File: config.mk
export PLATFORM = sky130hd
export DESIGN_NAME = dds_cfg_seq_flat
export DESIGN_NICKNAME = d
export VERILOG_FILES = /design/src/rtl/dds_cfg_seq_if.sv /design/src/rtl/dds_cfg_seq.sv /design/src/flat_wrapper.sv
export SDC_FILE = /design/constraint.sdc
export NUM_CORES = 1
export LEC_CHECK = 0
export ABC_AREA = 1
export BUFFER_PORTS_ARGS = -buffer_cell sky130_fd_sc_hd__buf_4
export CAP_MARGIN = 15
export CORE_MARGIN = 4
export CORE_UTILIZATION = 43
export CTS_CLUSTER_DIAMETER = 200
export DETAILED_ROUTE_END_ITERATION = 7
export PLACE_DENSITY_LB_ADDON = 0.3
export SLEW_MARGIN = 20
export SYNTH_ARGS = -nofsm -noshare
export SYNTH_HDL_FRONTEND = slang
export SYNTH_SLANG_ARGS = --single-unit
File: constraint.sdc
create_clock -name clk -period 6.6 [get_ports clk]
set_input_delay 0.66 -clock clk [delete_from_list [all_inputs] [get_ports clk]]
set_output_delay 0.66 -clock clk [all_outputs]
set_load 0.03 [all_outputs]
File: src/rtl/dds_cfg_seq_if.sv
// Request and SPI-side signals of the DDS configuration sequencer.
// slave: the sequencer itself; master: tuning logic plus spi_master.
// Carries no clock; clk/rst stay plain ports on the modules.
interface dds_cfg_seq_if;
  logic        upd;
  logic [27:0] freq_word;
  logic [11:0] phase_word;
  logic [1:0]  wave_sel;
  logic        busy;
  logic        cfg_done;
  logic        err;
  logic        spi_start;
  logic [15:0] spi_data;
  logic        spi_done;

  modport slave (
    input  upd, freq_word, phase_word, wave_sel, spi_done,
    output busy, cfg_done, err, spi_start, spi_data
  );

  modport master (
    output upd, freq_word, phase_word, wave_sel, spi_done,
    input  busy, cfg_done, err, spi_start, spi_data
  );
endinterface

File: src/rtl/dds_cfg_seq.sv
// Turns each update request into a 5-word SPI sequence for an AD9833-style DDS.
// Latency: upd in cycle 0 gives spi_start in cycle 1; words spaced GAP_CYCLES after spi_done.
// Backpressure: waits on spi_done per word (bounded by timeout); requests arriving while busy coalesce into one pending update.
module dds_cfg_seq #(
  parameter int          GAP_CYCLES     = 4,
  parameter int          TIMEOUT_CYCLES = 4096,
  parameter bit          AUTO_INIT      = 1'b1,
  parameter logic [27:0] INIT_FREQ      = 28'd0,
  parameter logic [11:0] INIT_PHASE     = 12'd0,
  parameter logic [1:0]  INIT_WAVE      = 2'd0
) (
  input  logic         clk,
  input  logic         rst,
  dds_cfg_seq_if.slave bus
);

  localparam int TW = $clog2(TIMEOUT_CYCLES + 1);
  localparam int GW = $clog2(GAP_CYCLES + 1);

  typedef struct packed {
    logic [27:0] freq;
    logic [11:0] phase;
    logic [1:0]  wave;
  } cfg_t;

  typedef enum logic [1:0] {IDLE, LOAD, WAIT, GAP} state_t;

  localparam cfg_t INIT_CFG = {INIT_FREQ, INIT_PHASE, INIT_WAVE};

  state_t          state;
  logic [2:0]      word_idx;
  logic            pending;
  logic            init_req;
  cfg_t            cur_cfg;
  cfg_t            pend_cfg;
  logic [TW-1:0]   tcnt;
  logic [GW-1:0]   gcnt;

  cfg_t            req_cfg;
  cfg_t            launch_cfg;
  cfg_t            resume_cfg;
  logic            gap_done;
  logic            wait_expired;

  // Control-register waveform bits: MODE for triangle, OPBITEN(+DIV2) for square outputs.
  function automatic logic [15:0] wave_bits(input logic [1:0] w);
    case (w)
      2'b00:   return 16'h0000;
      2'b01:   return 16'h0002;
      2'b10:   return 16'h0028;
      default: return 16'h0020;
    endcase
  endfunction

  // Word idx 0 holds the chip in reset while FREQ0/PHASE0 load; idx 4 releases it.
  function automatic logic [15:0] word_of(input cfg_t c, input logic [2:0] idx);
    case (idx)
      3'd0:    return 16'h2100 | wave_bits(c.wave);
      3'd1:    return 16'h4000 | {2'b00, c.freq[13:0]};
      3'd2:    return 16'h4000 | {2'b00, c.freq[27:14]};
      3'd3:    return 16'hC000 | {4'h0, c.phase};
      default: return 16'h2000 | wave_bits(c.wave);
    endcase
  endfunction

  assign req_cfg      = {bus.freq_word, bus.phase_word, bus.wave_sel};
  assign launch_cfg   = init_req ? INIT_CFG : req_cfg;
  // A request landing on the final gap exit is newer than anything pending.
  assign resume_cfg   = bus.upd ? req_cfg : pend_cfg;
  assign gap_done     = (gcnt == GW'(GAP_CYCLES));
  assign wait_expired = (tcnt == TW'(TIMEOUT_CYCLES - 1));

  // Sequencer FSM with registered outputs; later assignments in a branch override the pending capture.
  always_ff @(posedge clk or posedge rst) begin
    if (rst) begin
      state         <= IDLE;
      word_idx      <= 3'd0;
      pending       <= 1'b0;
      init_req      <= AUTO_INIT;
      cur_cfg       <= '0;
      pend_cfg      <= '0;
      tcnt          <= '0;
      gcnt          <= '0;
      bus.busy      <= 1'b0;
      bus.cfg_done  <= 1'b0;
      bus.err       <= 1'b0;
      bus.spi_start <= 1'b0;
      bus.spi_data  <= 16'h0000;
    end else begin
      bus.cfg_done  <= 1'b0;
      bus.err       <= 1'b0;
      bus.spi_start <= 1'b0;
      if (bus.upd && (state != IDLE || init_req)) begin
        pending  <= 1'b1;
        pend_cfg <= req_cfg;
      end
      case (state)
        IDLE: begin
          if (init_req || bus.upd) begin
            init_req      <= 1'b0;
            cur_cfg       <= launch_cfg;
            word_idx      <= 3'd0;
            bus.spi_start <= 1'b1;
            bus.spi_data  <= word_of(launch_cfg, 3'd0);
            bus.busy      <= 1'b1;
            state         <= LOAD;
          end
        end
        LOAD: begin
          tcnt  <= TW'(1);
          state <= WAIT;
        end
        WAIT: begin
          if (bus.spi_done) begin
            gcnt  <= GW'(1);
            state <= GAP;
          end else if (wait_expired) begin
            bus.err  <= 1'b1;
            pending  <= 1'b0;
            bus.busy <= 1'b0;
            word_idx <= 3'd0;
            state    <= IDLE;
          end else begin
            tcnt <= tcnt + TW'(1);
          end
        end
        default: begin
          if (!gap_done) begin
            gcnt <= gcnt + GW'(1);
          end else if (word_idx != 3'd4) begin
            word_idx      <= word_idx + 3'd1;
            bus.spi_start <= 1'b1;
            bus.spi_data  <= word_of(cur_cfg, word_idx + 3'd1);
            state         <= LOAD;
          end else begin
            bus.cfg_done <= 1'b1;
            word_idx     <= 3'd0;
            if (pending || bus.upd) begin
              pending       <= 1'b0;
              cur_cfg       <= resume_cfg;
              bus.spi_start <= 1'b1;
              bus.spi_data  <= word_of(resume_cfg, 3'd0);
              state         <= LOAD;
            end else begin
              bus.busy <= 1'b0;
              state    <= IDLE;
            end
          end
        end
      endcase
    end
  end

endmodule

File: src/flat_wrapper.sv
// flat-port wrapper written by rule: the top's interface ports become plain ports
module dds_cfg_seq_flat 
#(
  parameter int          GAP_CYCLES     = 4,
  parameter int          TIMEOUT_CYCLES = 4096,
  parameter bit          AUTO_INIT      = 1'b1,
  parameter logic [27:0] INIT_FREQ      = 28'd0,
  parameter logic [11:0] INIT_PHASE     = 12'd0,
  parameter logic [1:0]  INIT_WAVE      = 2'd0
)
  (clk, rst, bus_upd, bus_freq_word, bus_phase_word, bus_wave_sel, bus_spi_done, bus_busy, bus_cfg_done, bus_err, bus_spi_start, bus_spi_data);
  dds_cfg_seq_if bus_i ();
  input  logic clk;
  input  logic rst;
  input wire logic [$bits(bus_i.upd)-1:0] bus_upd;
  input wire logic [$bits(bus_i.freq_word)-1:0] bus_freq_word;
  input wire logic [$bits(bus_i.phase_word)-1:0] bus_phase_word;
  input wire logic [$bits(bus_i.wave_sel)-1:0] bus_wave_sel;
  input wire logic [$bits(bus_i.spi_done)-1:0] bus_spi_done;
  output wire logic [$bits(bus_i.busy)-1:0] bus_busy;
  output wire logic [$bits(bus_i.cfg_done)-1:0] bus_cfg_done;
  output wire logic [$bits(bus_i.err)-1:0] bus_err;
  output wire logic [$bits(bus_i.spi_start)-1:0] bus_spi_start;
  output wire logic [$bits(bus_i.spi_data)-1:0] bus_spi_data;
  assign bus_i.upd = bus_upd;
  assign bus_i.freq_word = bus_freq_word;
  assign bus_i.phase_word = bus_phase_word;
  assign bus_i.wave_sel = bus_wave_sel;
  assign bus_i.spi_done = bus_spi_done;
  assign bus_busy = bus_i.busy;
  assign bus_cfg_done = bus_i.cfg_done;
  assign bus_err = bus_i.err;
  assign bus_spi_start = bus_i.spi_start;
  assign bus_spi_data = bus_i.spi_data;
  dds_cfg_seq #(.GAP_CYCLES(GAP_CYCLES), .TIMEOUT_CYCLES(TIMEOUT_CYCLES), .AUTO_INIT(AUTO_INIT), .INIT_FREQ(INIT_FREQ), .INIT_PHASE(INIT_PHASE), .INIT_WAVE(INIT_WAVE)) u_core (.clk(clk), .rst(rst), .bus(bus_i));
endmodule
==> metrics.yaml <==
cts:
  ctsHoldBuffers: 0
  numCtsBuffers: 17
  cts_root_buffer: "clkbuf_16"
  insertion_delay_ns: 0.42
  h-tree-depth: 4
  post_cts_buffers: 0
  clkTransAtPathRegs_ns: 0.06
  cts_tree: "done"
  cts_resized: 0
  clockBufferDepth: 2
  clock-sinks: 127
sta:
  fin_crit_ns: 2.70
  tns_ns: 0
  whs_ns: 0.344
  hold_violations: 0
  rsz0062_at_grt: "false"
  skew_ns: 0.00788
  fmaxAchievable_mhz: 371
  tightest_slew_ns: 1.03
  worst_slack_ns: 3.90
  finalCritPeriodShare_pct: 40.9
  maxSlewHeadroom_pct: 31.4
  finalSetupViolCount: 0
  maxSlewViolCount: 0
setup_path:
  worst-setup-path-type: "reg -> reg"
  startpoint_type: "flop"
  required_ns: 6.90
  cp_max_fo: 41
  arrival_ns: 3.00
  end_kind: "flop"
route:
  drt-pass1-iter-count: 5
  routedWlPerCell_um: 14.6
  vias: 5246
  wl_um: 15000
  drt-vias-per-instance: 5.09
  drt-initial-drc-count: 461
  ant_nets: 0
  drcViolationCount: 0
pwr:
  leakage_nw: 3.60
  finalPower_mw: 3.68
  power.density_nw_per_um2: 494
  irDropWorstVdd_mv: 0.225
place:
  numPlacedInstances: 998
  hpwl_um: 10200
  place.gp.congestion: 0.867
  place_worst_setup_slack_ns: 3.95
  portBuffers: 65
logic_synthesis:
  synth_area_per_cell_um2: 8.03
  synthArstFlopShare_pct: 100
  yosysSeqAreaShare_pct: 50.5
  synth_seq_cells: 127
  syn_area_um2: 6300
  syn_inst: 784
  synth_edf_count: 0
  synth-main-ff-cell: "dfrtp_1"
  synth_cell_types: 34
  syn_nets: 842
  yosys_warnings: 0
final_layout:
  fin_nets: 895
  diodes: 0
  layout_common_cells: "nand2_1 (208), dfrtp_1 (126), nor2_1 (76)"
  final_cells: 1030
  final_common_cell: "nand2_1"
  drive_gt1_share_pct: 16.2
  area_delta_synth_final_pct: 18.1
run:
  drv_cap: 0
min_path:
  hold_path_class: "in -> async"
floorplan:
  die_w_um: 129
  die_area_um2: 16600
  num_io_pins: 66
  fp.coreArea_um2: 14100
  start_util_pct: 44.7
  rows: 43
  die_h_um: 129
global_route:
  grtUsageMet3_pct: 5.27
  grt_pass1_wl_um: 25300
  antenna_found_initial: 0
  grt-ovfl-total: 0
  grtUsageMet1_pct: 27.2
  grt_busiest_layer: "met2"
  grt_pass1_vias: 5045
  grt_max_degree: 81
  grt_usage_pct: 19.3
  use_met2_pct: 28.6
status:
  status: "finished, final reports clean"
==> power by group <==
part           switching (mW)  internal (mW)  total (mW)  leakage (nW)
Clock                   0.361          0.533       0.895         0.269
Sequential              0.212           1.12        1.33          1.54
Combinational           0.953          0.496        1.45          1.79
==> metal layers <==
metal | routed length, um | vias up
met3 | 798 | 19
li1 | - | 2657
met1 | 7180 | 2452
met5 | 0 | -
met4 | 298 | 0
met2 | 6720 | 118
==> synthesized netlist by cell type, drive strengths merged (7+ instances only) <==
cell type | number | area (um2)
nor3 | 8 | 40.0
inv | 81 | 307
buf | 24 | 144
o21ai | 74 | 374
a31oi | 39 | 244
nand3 | 62 | 310
mux2 | 7 | 78.8
ha | 12 | 150
a21oi | 20 | 104
nor2 | 82 | 333
dfrtp | 126 | 3150
clkbuf | 12 | 45.0
nand2 | 215 | 832
==> flip-flops by register name, summed over array words and instances (netlist names) <==
register              cells
u_core.bus.busy           1
u_core.bus.cfg_done       1
u_core.bus.err            1
u_core.bus.spi_data      16
u_core.bus.spi_start      1
u_core.cur_cfg           42
u_core.gcnt               3
u_core.init_req           1
u_core.pend_cfg          42
u_core.pending            1
u_core.state              2
u_core.tcnt              13
u_core.word_idx           3
==> through the flow <==
stage | utilization (%) | cell area (um2)
global route | 52.8 | 7440
detailed placement | 48.7 | 6860
CTS | 52.8 | 7440
floorplan | - | 6300
global placement | 48.7 | 6860
finish | 52.8 | 7440
==> path summary, 6_finish.rpt <==
check / start / endpoint / slack (ns) / cells after the start
min in group clk: bus_spi_done / u_core.bus.err / 0.45 / 2
max in group asynchronous: rst / u_core.bus.spi_data[3] / 4.87 / 3
min: rst / u_core.pend_cfg[37] / 0.34 / 2
max: u_core.state[0] / u_core.bus.spi_data[3] / 3.90 / 9
max reg2reg: u_core.state[0] / u_core.bus.spi_data[3] / 3.90 / 9
min reg2reg: u_core.pend_cfg[23] / u_core.pend_cfg[23] / 0.48 / 2
==> worst max-delay path, cell delays in order (launching register included) <==
cell     delay (ns)
dfrtp_1        0.39
inv_1          0.10
ha_1           0.35
nor2_4         0.83
inv_1          0.14
nor3_1         0.21
nor2_2         0.10
or2_2          0.27
o21ai_0        0.08
nand2_1        0.07
==> cell type report <==
class | instances | area (um2)
clock buffer | 18 | 439
clock inverter | 14 | 135
tap | 180 | 225
timing repair buffer | 70 | 526
multi-input combinational | 540 | 2620
fill | 1381 | 6660
inverter | 81 | 309
sequential | 127 | 3180
==> cells by family (layout without fill, tap and decap cells) <==
family                     count (synthesis)  after routing  share of synthesized area (%)
AOI/OAI and AO/OA                        140            140                           12.3
xor gates and xnor gates                   6              6                          0.835
adders and majority gates                 12             12                           2.38
buffers and inverters                    117            183                           7.87
DFF                                      127            127                           50.5
muxes                                      7              7                           1.25
and+or+nand+nor                          375            375                           24.9
No activity file was read; power rests on OpenSTA's default activity.
